===== src/rtl/noc_vc_credit_manager_pkg.sv =====
// ------------------------------------------------------------------
// noc_vc_credit_manager_pkg : shared types for the VC credit manager
// Rev 1.0
// ------------------------------------------------------------------
`default_nettype none

package noc_vc_credit_manager_pkg;

  localparam int NOC_VC_CHANNEL    = 4;
  localparam int NOC_DEFAULT_DEPTH = 4;

  typedef enum logic [1:0] {
    IDLE  = 2'd0,
    BUSY  = 2'd1,
    DRAIN = 2'd2
  } vc_state_e;

  typedef logic [$clog2(NOC_DEFAULT_DEPTH+1)-1:0] credit_cnt_t;

  // A single-VC port still needs a one-bit VC select field.
  function automatic int vc_width(input int channels);
    return (channels > 1) ? $clog2(channels) : 1;
  endfunction

endpackage

`default_nettype wire


===== src/rtl/noc_vc_credit_counter.sv =====
// ------------------------------------------------------------------
// noc_vc_credit_counter : one VC's credit count, ownership FSM and ready flag
// Rev 1.0
// ------------------------------------------------------------------
`default_nettype none

module noc_vc_credit_counter
  import noc_vc_credit_manager_pkg::*;
#(
  parameter int DEPTH     = NOC_DEFAULT_DEPTH,
  parameter int ATOMIC_VC = 1
) (
  input  logic noc_clk,
  input  logic noc_rst_n,
  input  logic send_i,
  input  logic ret_i,
  input  logic sop_i,
  input  logic eop_i,
  output logic ready_o,
  output logic idle_o,
  output logic err_o
);

  localparam int             CNT_W = $clog2(DEPTH + 1);
  localparam logic [CNT_W-1:0] FULL = CNT_W'(DEPTH);

  logic [CNT_W-1:0] cnt_q, cnt_d;
  vc_state_e        state_q, state_d;
  logic             ready_q, idle_q;
  logic             cnt_err, fsm_err;

  function automatic logic ready_of(input vc_state_e s, input logic [CNT_W-1:0] c);
    case (s)
      IDLE:    return (ATOMIC_VC != 0) ? (c == FULL) : (c != '0);
      BUSY:    return (c != '0);
      default: return 1'b0;
    endcase
  endfunction

  always_comb begin
    cnt_d   = cnt_q;
    cnt_err = 1'b0;
    if (send_i && !ret_i) begin
      if (cnt_q == '0) cnt_err = 1'b1;
      else             cnt_d   = cnt_q - 1'b1;
    end else if (ret_i && !send_i) begin
      if (cnt_q == FULL) cnt_err = 1'b1;
      else               cnt_d   = cnt_q + 1'b1;
    end
  end

  always_comb begin
    state_d = state_q;
    fsm_err = 1'b0;
    if (send_i) begin
      case (state_q)
        IDLE: begin
          if (!sop_i)               fsm_err = 1'b1;
          else if (!eop_i)          state_d = BUSY;
          else if (ATOMIC_VC != 0)  state_d = DRAIN;
        end
        BUSY: begin
          if (sop_i)                fsm_err = 1'b1;
          else if (eop_i)           state_d = (ATOMIC_VC != 0) ? DRAIN : IDLE;
        end
        DRAIN: begin
          if (sop_i)                fsm_err = 1'b1;
        end
        default:                    state_d = IDLE;
      endcase
    end
    // A drained VC is released once every downstream slot is free again.
    if (state_q == DRAIN && cnt_d == FULL) state_d = IDLE;
  end

  always_ff @(posedge noc_clk or negedge noc_rst_n) begin
    if (!noc_rst_n) begin
      cnt_q   <= FULL;
      state_q <= IDLE;
      ready_q <= 1'b1;
      idle_q  <= 1'b1;
    end else begin
      cnt_q   <= cnt_d;
      state_q <= state_d;
      ready_q <= ready_of(state_d, cnt_d);
      idle_q  <= (state_d == IDLE);
    end
  end

  assign ready_o = ready_q;
  assign idle_o  = idle_q;
  assign err_o   = cnt_err | fsm_err | (send_i & ~ready_q);

endmodule

`default_nettype wire


===== src/rtl/noc_vc_credit_manager.sv =====
// ------------------------------------------------------------------
// noc_vc_credit_manager : per-port VC credit manager driving vc_ready_o
// Optional stall statistics: NOC_CREDIT_STATS_EN.  Rev 1.0
// ------------------------------------------------------------------
`default_nettype none

module noc_vc_credit_manager
  import noc_vc_credit_manager_pkg::*;
#(
  parameter int CHANNELS  = NOC_VC_CHANNEL,
  parameter int DEPTH     = NOC_DEFAULT_DEPTH,
  parameter int ATOMIC_VC = 1,
  localparam int VC_W     = vc_width(CHANNELS)
) (
  input  logic                      noc_clk,
  input  logic                      noc_rst_n,
  input  logic                      flit_valid_i,
  input  logic [VC_W-1:0]           flit_vc_i,
  input  logic                      flit_sop_i,
  input  logic                      flit_eop_i,
  input  logic                      credit_valid_i,
  input  logic [VC_W-1:0]           credit_vc_i,
`ifdef NOC_CREDIT_STATS_EN
  input  logic [CHANNELS-1:0]       vc_req_i,
  input  logic                      stat_clear_i,
  output logic [CHANNELS-1:0][15:0] stall_cnt_o,
`endif
  output logic [CHANNELS-1:0]       vc_ready_o,
  output logic [CHANNELS-1:0]       vc_idle_o,
  output logic                      err_o
);

  logic                flit_ok, credit_ok;
  logic [CHANNELS-1:0] vc_err;
  logic                err_q, err_d;

  // The range check only exists when the VC field can encode unused values.
  if ((1 << VC_W) > CHANNELS) begin : g_range_chk
    assign flit_ok   = (flit_vc_i   < VC_W'(CHANNELS));
    assign credit_ok = (credit_vc_i < VC_W'(CHANNELS));
  end else begin : g_range_full
    assign flit_ok   = 1'b1;
    assign credit_ok = 1'b1;
  end

  for (genvar i = 0; i < CHANNELS; i++) begin : g_vc
    localparam logic [VC_W-1:0] IDX = VC_W'(i);
    logic send, ret;

    assign send = flit_valid_i   && flit_ok   && (flit_vc_i   == IDX);
    assign ret  = credit_valid_i && credit_ok && (credit_vc_i == IDX);

    noc_vc_credit_counter #(
      .DEPTH     (DEPTH),
      .ATOMIC_VC (ATOMIC_VC)
    ) u_cnt (
      .noc_clk   (noc_clk),
      .noc_rst_n (noc_rst_n),
      .send_i    (send),
      .ret_i     (ret),
      .sop_i     (flit_sop_i),
      .eop_i     (flit_eop_i),
      .ready_o   (vc_ready_o[i]),
      .idle_o    (vc_idle_o[i]),
      .err_o     (vc_err[i])
    );
  end

  assign err_d = err_q | (|vc_err)
               | (flit_valid_i   & ~flit_ok)
               | (credit_valid_i & ~credit_ok);

  always_ff @(posedge noc_clk or negedge noc_rst_n) begin
    if (!noc_rst_n) err_q <= 1'b0;
    else            err_q <= err_d;
  end

  assign err_o = err_q;

`ifdef NOC_CREDIT_STATS_EN
  for (genvar i = 0; i < CHANNELS; i++) begin : g_stat
    logic [15:0] stall_q, stall_d;

    always_comb begin
      stall_d = stall_q;
      if (stat_clear_i)
        stall_d = '0;
      else if (vc_req_i[i] && !vc_ready_o[i] && stall_q != 16'hFFFF)
        stall_d = stall_q + 16'd1;
    end

    always_ff @(posedge noc_clk or negedge noc_rst_n) begin
      if (!noc_rst_n) stall_q <= '0;
      else            stall_q <= stall_d;
    end

    assign stall_cnt_o[i] = stall_q;
  end
`else
  // No stall statistics in this build.
`endif

endmodule

`default_nettype wire


===== config.mk =====
export PLATFORM = sky130hd
export DESIGN_NAME = noc_vc_credit_manager
export DESIGN_NICKNAME = d
export VERILOG_FILES = /design/src/rtl/noc_vc_credit_manager_pkg.sv /design/src/rtl/noc_vc_credit_counter.sv /design/src/rtl/noc_vc_credit_manager.sv
export SDC_FILE = /design/constraint.sdc
export NUM_CORES = 1
export LEC_CHECK = 0
export CAP_MARGIN = 20
export CORE_MARGIN = 10
export CORE_UTILIZATION = 60
export CTS_CLUSTER_DIAMETER = 150
export DETAILED_ROUTE_END_ITERATION = 7
export PLACE_DENSITY = 0.92
export RECOVER_POWER = 50
export SETUP_SLACK_MARGIN = 0.5
export SLEW_MARGIN = 10
export SYNTH_ARGS = -nofsm -noshare
export SYNTH_HDL_FRONTEND = slang
export SYNTH_HIERARCHICAL = 1
export SYNTH_SLANG_ARGS = --single-unit
export TNS_END_PERCENT = 5

===== constraint.sdc =====
create_clock -name noc_clk -period 2.1 [get_ports noc_clk]
set_input_delay 0.42 -clock noc_clk [delete_from_list [all_inputs] [get_ports noc_clk]]
set_output_delay 0.42 -clock noc_clk [all_outputs]
set_load 0.05 [all_outputs]

## Yosys cells after proc, flatten, opt, wreduce, memory -nomap -nowiden

Cells that the tools add are included.

- ROM bits: 0
- Logic and storage cells: 190
- RAM bits: 0
- Bits in latches: 0
- Memories kept: 0
- Output and inout port bits: 9
- Bits of input ports: 10
- Register bits after elaboration: 29

- Shifts and indexed selects: 0
- Div/mod/pow operators: 0
- $add $sub $neg: 8
- Multiplexer cells: 71
- Multipliers: 0
- Reduce and logical (&&, ||, !) cells: 51
- $lt $le $gt $ge: 0
- Bitwise gates (word level): 17
- Equal/unequal tests: 26

Operator list:

| operator | count |
|---|---|
| two-way mux 3 bit | 16 |
| two-way mux 2 bit | 21 |
| == test 3 bit, second input constant | 8 |
| one-hot mux 2 bit (3 select lines) | 4 |
| two-way mux 1 bit | 22 |
| == test 2 x 1 -> 1 bit, second input constant | 10 |
| logical AND 1 bit | 20 |
| zero test 2 bit | 10 |
| == test 2 bit, second input constant | 8 |
| one-hot mux 1 bit (2 select lines) | 8 |
| adder 3 x 1 -> 3 bit, second input constant | 4 |
| zero test 3 bit | 4 |
| nonzero test 3 bit | 4 |
| subtractor 3 x 1 -> 3 bit, second input constant | 4 |
| OR 1 bit | 9 |
| zero test 1 bit | 8 |
| OR reduction 2 bit | 4 |
| AND 1 bit | 4 |
| inverter 1 bit | 4 |
| OR reduction 4 bit | 1 |

## Depth between registers and ports, before layout

Gate-level depths: netlist of the first run.

- Depth after elaboration: 11
- Mapped depth: 9
- Depth with buffers taken out: 9

## Hierarchy

Netlist of the first run, hierarchy kept.

By module, submodules not included:

| module | sequential area each (µm²) | cells an instance | area each (µm²) | times used |
|---|---|---|---|---|
| noc_vc_credit_counter at g_vc[1].u_cnt ... | 178.9 | 66 | 641.9 | 3 |
| noc_vc_credit_counter at g_vc[0].u_cnt | 178.9 | 74 | 650.6 | 1 |
| noc_vc_credit_manager | 25.0 | 14 | 108.9 | 1 |

## Worst setup path after synthesis of the first run

OpenSTA, ideal clock, no wires.

- Path kind: register to register
- From: register g_vc[0].u_cnt.cnt_q[0]
- To: register g_vc[0].u_cnt.idle_q
- Slack: 330 ps
- Stages on the path, launching flop included: 8
- Period minus slack after synthesis: 1770 ps
- Buffers on the path: 0
- Setup time: 79 ps
- Arrival: 1691 ps
- Data required time: 2021 ps
- Cells stage by stage: dfrtp_1 > inv_1 > ha_1 > or3b_1 > a21oi_1 > a221oi_2 > o211a_4 > a22o_1

- Longest elaborated chain between the ends: 8
- Elaborated cells on any way between the ends: 12
- Those cells by class: 2 x add/sub; 2 x eq/ne; 5 x mux; 3 x reduce/logical

RTL lines:

| what | line | text |
|---|---|---|
| start: declaration | noc_vc_credit_counter.sv:27 | `logic [CNT_W-1:0] cnt_q, cnt_d;` |
| start signal: assignment | noc_vc_credit_counter.sv:83 | `cnt_q <= cnt_d;` |
| adder 3 x 1 -> 3 bit or == test 3 bit (tied branches) | noc_vc_credit_counter.sv:48, noc_vc_credit_counter.sv:47 |  |
| two-way mux 3 bit | noc_vc_credit_counter.sv:47 | `if (cnt_q == FULL) cnt_err = 1'b1;` |
| two-way mux 3 bit | noc_vc_credit_counter.sv:46 | `end else if (ret_i && !send_i) begin` |
| two-way mux 3 bit (*) | noc_vc_credit_counter.sv:43 | `if (send_i && !ret_i) begin` |
| == test 3 bit (*) | noc_vc_credit_counter.sv:73 | `if (state_q == DRAIN && cnt_d == FULL) state_d = IDLE;` |
| logical AND 1 bit (*) | noc_vc_credit_counter.sv:73 |  |
| two-way mux 2 bit (*) | noc_vc_credit_counter.sv:73 |  |
| zero test 2 bit (*) | noc_vc_credit_counter.sv:86 | `idle_q <= (state_d == IDLE);` |
| end signal: assignment | noc_vc_credit_counter.sv:86 |  |
| end: declaration | noc_vc_credit_counter.sv:29 | `logic ready_q, idle_q;` |

Mark *: on every way between the ends. The rest lies on a longest branch, timed or not.

## Worst setup path in the final report of the first run

- From: register g_vc[1].u_cnt.cnt_q[0]
- To: register g_vc[1].u_cnt.idle_q

- Longest elaborated chain between the ends: 8
- Elaborated cells on any way between the ends: 12
- Those cells by class: 2 x add/sub; 2 x eq/ne; 5 x mux; 3 x reduce/logical

RTL lines:

| what | line |
|---|---|
| start: declaration | noc_vc_credit_counter.sv:27 |
| start signal: assignment | noc_vc_credit_counter.sv:83 |
| adder 3 x 1 -> 3 bit or == test 3 bit (tied branches) | noc_vc_credit_counter.sv:48, noc_vc_credit_counter.sv:47 |
| two-way mux 3 bit | noc_vc_credit_counter.sv:47 |
| two-way mux 3 bit | noc_vc_credit_counter.sv:46 |
| two-way mux 3 bit (*) | noc_vc_credit_counter.sv:43 |
| net g_vc[1].u_cnt.cnt_d[2] | noc_vc_credit_counter.sv:27 |
| == test 3 bit (*) | noc_vc_credit_counter.sv:73 |
| logical AND 1 bit (*) | noc_vc_credit_counter.sv:73 |
| two-way mux 2 bit (*) | noc_vc_credit_counter.sv:73 |
| zero test 2 bit (*) | noc_vc_credit_counter.sv:86 |
| end signal: assignment | noc_vc_credit_counter.sv:86 |
| end: declaration | noc_vc_credit_counter.sv:29 |

Mark *: on every way through the listed nets, which the timed path passes. The rest lies on a longest branch.

==> out/metrics.yaml, run 1 <==
cts.path.max_buffers: 2
antenna_left: 0
path_clk_slew_ns: 0.06
ys_top_cells_by_area: "dfrtp_1, ha_1, dfstp_2"
antenna_found_initial: 0
syn_area_per_cell_um2: 9.388
max_slew_margin_pct: 48.87
grt_use_total_pct: 17.19
p_leak_nw: 1.567
clkPwrFrac_pct: 8.8
yosysSeqAreaShare_pct: 27.59
design_area_um2: 3597
power.switching_mw: 2.300
period_share_pct: 88.05
tightest_slew_ns: 0.7669
via_per_inst: 6.144
std_cell_rows: 24
die_w_um: 86.90
drive_gt1_share_pct: 43.30
synth_commonest_cells: "ha_1, nor2b_1, inv_1, dfrtp_1, nand2_1"
fmax_mhz: 540.8
synth_most_common_cell: "ha_1"
start_util_pct: 61.67
intPower_mw: 2.734
grt_setup_unrepaired: "true"
wl_per_cell_um: 18.96
comb_power_share_pct: 66.6
overflow: 0
port_buffers: 18
synth_edf_count: 0
run_status: "completed"
drc_errors: 0
grt_pass1_wl_um: 10700
grt_pass1_vias: 2417
grt_max_degree: 30
gp_congestion: 0.8283
synth_compound_area_share_pct: 22.74
cts_max_level: 2
synth_top_area_cell: "dfrtp_1"
synth_top_area_share_pct: 15.84
synth_xor_area_share_pct: 0
async_flop_share_pct: 100.0
cp_max_fo: 5
antenna_cells: 0
coreArea_um2: 4354
finalCriticalPeriod_ns: 1.849
yosys.area_share.simple_pct: 30.24
critPathLaunchType: "register"
yosys-mux-area-fraction_pct: 1.491
hold_violations: 0
maxCapViolCount: 0
slew_viol_final: 0
insertion_delay_ns: 0.28
postLayoutCoreUtil_pct: 82.61
die_y_um: 86.90
synth.distinct_cells: 52
setup_viol: 0
first_iter_violations: 209
cts_root_buf: "clkbuf_8"
switching_share_pct: 45.68
cts_buffers: 5
cp.arrival_ns: 2.06
synthCells: 286
crit_type: "register to register"
ys.warnings.count: 6
firstDrtPassIters: 4
postPlaceCellArea_um2: 3217
p_seq_share_pct: 24.6
dp_hpwl_um: 5037
worstPathRequired_ns: 2.31
numClockSinks: 29
syn2layout_area_growth_pct: 33.97
routed_wirelength_um: 7774
hold_path.class: "register to register"
ys_ff_latch: 29
synth_ff_type: "dfrtp_1"
cp-end-kind: "register"
cellPowerDensity_nw_per_um2: 1399
stdcell_count: 410
nNetsFinal: 395
cts_tree: "yes"
placedCellCount: 384
io_pins: 19
fp.dieArea_um2: 7551
num_vias: 2519
syn_area_um2: 2685
synthAdderAreaFrac_pct: 13.05
synthesis.nets: 324
vdd_drop_max_mv: 0.8164
fin_skew_ns: 0.004090
synth_top_family_by_area: "simple AND/OR/NAND/NOR gates"
critical path, stage by stage, from the launching register on:
cell	delay [ns]
dfrtp_1	0.40
inv_2	0.09
ha_4	0.19
nor4bb_1	0.34
o21ai_1	0.15
o211a_1	0.18
and2_1	0.19
a22o_1	0.24
state kept, by name (all words and copies together), names as in the netlist:
name                cells
g_vc.u_cnt/state_q      8
g_vc.u_cnt/ready_o      4
g_vc.u_cnt/idle_o       4
g_vc.u_cnt/cnt_q       12
err_o                   1
per-stage QoR:
stage	TNS, ns	hold WS (ns)	setup slack [ns]	power, mW
5_1_grt	0	0.4919	0.1327	5.341
4_1_cts	0	0.4727	0.2298	4.464
3_5_place_dp	-4.460	0.4628	-0.3117	3.964
6_report	0	0.4790	0.2509	5.034
2_1_floorplan	0	0.1244	0.4419	3.241
3_3_place_gp	-3.072	0.4521	-0.2419	3.822
cell usage in the layout, fill, tap and decap left out, types with 5 or more instances in the layout:
cell type / netlist / routed
nand2b_1: 13 / 12
o211ai_1: 8 / 8
a21oi_1: 14 / 12
inv_2: 0 / 12
ha_4: 0 / 6
o21ai_0: 11 / 5
clkbuf_8: 0 / 5
nor2b_4: 0 / 6
and2_1: 8 / 6
nor2_1: 6 / 6
nand2_1: 16 / 16
inv_1: 20 / 8
ha_1: 28 / 20
clkbuf_1: 0 / 6
nor2b_1: 21 / 18
nand4b_1: 6 / 6
clkbuf_2: 0 / 6
nor3b_4: 3 / 6
dfrtp_1: 17 / 14
buf_4: 1 / 53
dfstp_2: 12 / 12
o21ai_1: 7 / 10
what timing repair did:
| action | CTS | global route |
|---|---|---|
| hold buffers | 0 | 0 |
| pin swaps | 5 | 19 |
| setup buffers | 4 | 14 |
| endpoints found under the hold margin | 0 | 0 |
| endpoints found under the setup margin | 31 | 24 |
| gates resized for setup | 16 | 60 |
power groups by stage:
stage	registers [mW]	logic [mW]	clock network, mW
2_1_floorplan	1.38	1.87	0
3_3_place_gp	1.18	2.65	0
3_5_place_dp	1.20	2.77	0
4_1_cts	1.19	2.82	0.446
5_1_grt	1.27	3.60	0.467
6_report	1.24	3.35	0.441
final timing paths:
| check | startpoint | end | slack (ns) | cells past startpoint |
|---|---|---|---|---|
| worst max register to register | g_vc[1].u_cnt/cnt_q[0]$_DFF_PN0_ | g_vc[1].u_cnt/idle_o$_DFF_PN1_ | 0.25 | 7 |
| min in group asynchronous | noc_rst_n | g_vc[1].u_cnt/state_q[0]$_DFF_PN0_ | 0.74 | 2 |
| worst min-delay path | err_o$_DFF_PN0_ | err_o$_DFF_PN0_ | 0.48 | 2 |
| max in group asynchronous | noc_rst_n | g_vc[0].u_cnt/state_q[0]$_DFF_PN0_ | 0.82 | 2 |
| worst max-delay path | g_vc[1].u_cnt/cnt_q[0]$_DFF_PN0_ | g_vc[1].u_cnt/idle_o$_DFF_PN1_ | 0.25 | 7 |
| worst min register to register | err_o$_DFF_PN0_ | err_o$_DFF_PN0_ | 0.48 | 2 |
per-layer routing:
| layer | wire (µm) | vias up | share of wire, % | track usage (%) |
|---|---|---|---|---|
| met1 | 3201 | 1231 | 41 | 18.44 |
| met4 | 260 | 0 | 3.3 | 7.511 |
| li1 | - | 1182 | - | - |
| met2 | 4024 | 74 | 52 | 30.98 |
| met5 | 0 | - | 0 | 0 |
| met3 | 288 | 32 | 3.7 | 4.120 |
logic make-up (layout without fill, tap and decap cells):
| logic type | count (synthesis) | after routing |
|---|---|---|
| adders and majority gates | 28 | 28 |
| and+or+nand+nor | 119 | 119 |
| AOI/OAI and AO/OA | 79 | 79 |
| buffers and inverters | 27 | 99 |
| DFF | 29 | 29 |
| muxes | 4 | 4 |
final cells by class:
| class | instances | area (µm²) |
|---|---|---|
| clock buffers | 8 | 80.08 |
| fillers | 232 | 757.0 |
| inverters | 20 | 75.07 |
| multi-input cells | 230 | 2100 |
| flip-flops and latches | 29 | 744.5 |
| well taps | 52 | 65.06 |
| repair buffers | 71 | 533.0 |
Note: power is estimated with default switching activity, not from simulation.
==> run 2, diff against run 1 <==
--- a/config.mk
+++ b/config.mk
@@ -10,6 +10,7 @@
 export CORE_UTILIZATION = 60
 export CTS_CLUSTER_DIAMETER = 150
 export DETAILED_ROUTE_END_ITERATION = 7
+export GPL_ROUTABILITY_DRIVEN = 0
 export PLACE_DENSITY = 0.92
 export RECOVER_POWER = 50
 export SETUP_SLACK_MARGIN = 0.5
==> results of run 2 <==
Final layout, timing and power as in run 1 (identical DEF).
==> run 3, diff against run 2 <==
--- a/config.mk
+++ b/config.mk
@@ -11,9 +11,10 @@
 export CTS_CLUSTER_DIAMETER = 150
 export DETAILED_ROUTE_END_ITERATION = 7
 export GPL_ROUTABILITY_DRIVEN = 0
+export MAX_ROUTING_LAYER = met4
 export PLACE_DENSITY = 0.92
 export RECOVER_POWER = 50
-export SETUP_SLACK_MARGIN = 0.5
+export SETUP_SLACK_MARGIN = 0.3
 export SLEW_MARGIN = 10
 export SYNTH_ARGS = -nofsm -noshare
 export SYNTH_HDL_FRONTEND = slang
==> out/metrics.yaml, run 3 (synthesis results as in run 1) <==
path_clk_slew_ns: 0.06  # about the same
largestRegisters: "g_vc.u_cnt/cnt_q x12, g_vc.u_cnt/state_q x8"
grt_pass1_wl_um: 10970  # +2.5%
power.switching_mw: 2.034  # -12%
grt_pass1_vias: 2388  # -1.2%
maxCapViolCount: 0  # unchanged
std_cell_rows: 24  # unchanged
final_common_cell: "buf_4"
postLayoutCoreUtil_pct: 76.47  # -6.1 points
insertion_delay_ns: 0.28  # about the same
cts.path.max_buffers: 2  # unchanged
vdd_drop_max_mv: 0.7347  # -10%
fmax_mhz: 511.7  # -5.4%
switching_share_pct: 45.37  # -0.31 points
numClockSinks: 29  # unchanged
most-common-layout-cells: "buf_4, ha_1, inv_1"
stdcell_count: 391  # -4.6%
intPower_mw: 2.448  # -10%
period_share_pct: 93.07  # +5.0 points
finalCriticalPeriod_ns: 1.954  # +0.1053 ns
nFillCells: 280  # +21%
tns_ns: 0  # unchanged
run_status: "completed"
die_y_um: 86.90  # unchanged
cts_tree: "yes"
cts_buffers: 5  # unchanged
routed_wirelength_um: 6648  # -14%
power_mw: 4.482  # -11%
cts_root_buf: "clkbuf_8"
path_cells: "inv_1 -> ha_2 -> or3b_1 -> a21oi_1 -> a221oi_2 -> o211a_4 -> a22o_1"
clkPwrFrac_pct: 10.2  # +1.4 points
coreArea_um2: 4354  # unchanged
tightest_slew_ns: 0.7195  # -0.04742 ns
dp_hpwl_um: 4811  # -4.5%
setup_viol: 0  # unchanged
crit_buf_inv: 1  # unchanged
postPlaceCellArea_um2: 3099  # -3.7%
grt_setup_unrepaired: "true"
critPathLaunchType: "register"
syn2layout_area_growth_pct: 24.00
comb_power_share_pct: 63.1  # -3.5 points
io_pins: 19  # unchanged
hold_path.class: "register to register"
firstDrtPassIters: 4  # unchanged
p_leak_nw: 1.514  # -3.4%
worstPathRequired_ns: 2.31  # about the same
cts_max_level: 2  # unchanged
path_delay_family: "compound AO/OA/AOI/OAI gates"
p_seq_share_pct: 26.7  # +2.1 points
drive_gt1_share_pct: 29.20  # -14 points
fp.dieArea_um2: 7551  # unchanged
port_buffers: 18  # unchanged
seq_area_um2: 742.0  # -0.34%
grt_max_degree: 30  # unchanged
cellPowerDensity_nw_per_um2: 1346  # -3.8%
nNetsFinal: 377  # -4.6%
slowest_stage: "dfrtp_1"
design_area_um2: 3329  # -7.4%
placedCellCount: 381  # -0.78%
first_iter_violations: 145  # -31%
overflow: 0  # unchanged
crit_type: "register to register"
hold_violations: 0  # unchanged
drc_errors: 0  # unchanged
antenna_found_initial: 0  # unchanged
via_per_inst: 6.148  # about the same
cp.arrival_ns: 2.16  # +0.10 ns
antenna_left: 0  # unchanged
top_register: "g_vc.u_cnt/cnt_q"
max_slew_margin_pct: 52.03  # +3.2 points
start_util_pct: 61.67  # unchanged
largest_reg_flops: 12  # unchanged
antenna_cells: 0  # unchanged
cpPeakStageDelay_ns: 0.42  # +0.02 ns
grt_use_total_pct: 18.19  # +1.0 points
die_w_um: 86.90  # unchanged
cp_max_fo: 4  # -1
wl_per_cell_um: 17.00  # -10%
cp-end-kind: "register"
slew_viol_final: 0  # unchanged
fin_skew_ns: 0.002896  # -0.001195 ns
num_vias: 2404  # -4.6%
multiInputGateArea_um2: 1934  # -7.9%
## run 3: timing repair
item                                    CTS  global route
pin swaps                                 4             8
setup buffers                             0             3
hold buffers                              0             0
endpoints found under the hold margin     0             0
gates cloned                              0             0
endpoints found under the setup margin   23            26
gates resized for setup                  19            29
## run 3: layer usage
| layer | track usage (%) | vias to the layer above | routed length, µm |
|---|---|---|---|
| li1 | - | 1145 | - |
| met1 | 19.89 | 1183 | 2710 |
| met2 | 31.11 | 62 | 3442 |
| met3 | 3.933 | 14 | 331 |
| met4 | 7.511 | 0 | 163 |
| met5 | - | - | 0 |
## run 3: worst register-to-register path, delay by kind of cell (launching register included)
kind            cells  cell delay [ns]
compound gates      4             0.65
flops               1             0.42
simple gates        1             0.38
fa+ha+maj           1             0.31
buf+inv             1             0.13
## run 3: power groups by stage
stage | registers (mW) | logic, mW | clock network [mW]
after global routing | 1.23 | 3.11 | 0.496
final | 1.20 | 2.83 | 0.456
after CTS | 1.17 | 2.69 | 0.465
after floorplan | 1.36 | 1.75 | 0
after detailed placement | 1.18 | 2.65 | 0
after global placement | 1.16 | 2.52 | 0
## run 3: final timing paths
kind,slack [ns],endpoint,cells after the start,startpoint
max,0.15,g_vc[0].u_cnt/idle_o$_DFF_PN1_,7,g_vc[0].u_cnt/cnt_q[1]$_DFF_PN0_
min,0.48,err_o$_DFF_PN0_,2,err_o$_DFF_PN0_
max reg2reg,0.15,g_vc[0].u_cnt/idle_o$_DFF_PN1_,7,g_vc[0].u_cnt/cnt_q[1]$_DFF_PN0_
min reg2reg,0.48,err_o$_DFF_PN0_,2,err_o$_DFF_PN0_
max in group asynchronous,0.88,g_vc[0].u_cnt/state_q[1]$_DFF_PN0_,2,noc_rst_n
min in group asynchronous,0.72,g_vc[0].u_cnt/state_q[0]$_DFF_PN0_,2,noc_rst_n
## run 3: per-stage QoR
stage / setup slack [ns] / hold WS [ns]
final: 0.1456 / 0.4847
after global routing: 0.07555 / 0.5025
after CTS: 0.06213 / 0.4880
after detailed placement: -0.3843 / 0.4749
after global placement: -0.2863 / 0.4533
after floorplan: 0.3296 / 0.1244
## run 3: area by class of cell
class | instances | share of cell area, %
repair buffers | 53 | 12.81
well taps | 52 | 1.954
inverters | 20 | 2.255
clock buffers | 7 | 2.593
multi-input cells | 230 | 58.10
flip-flops and latches | 29 | 22.28
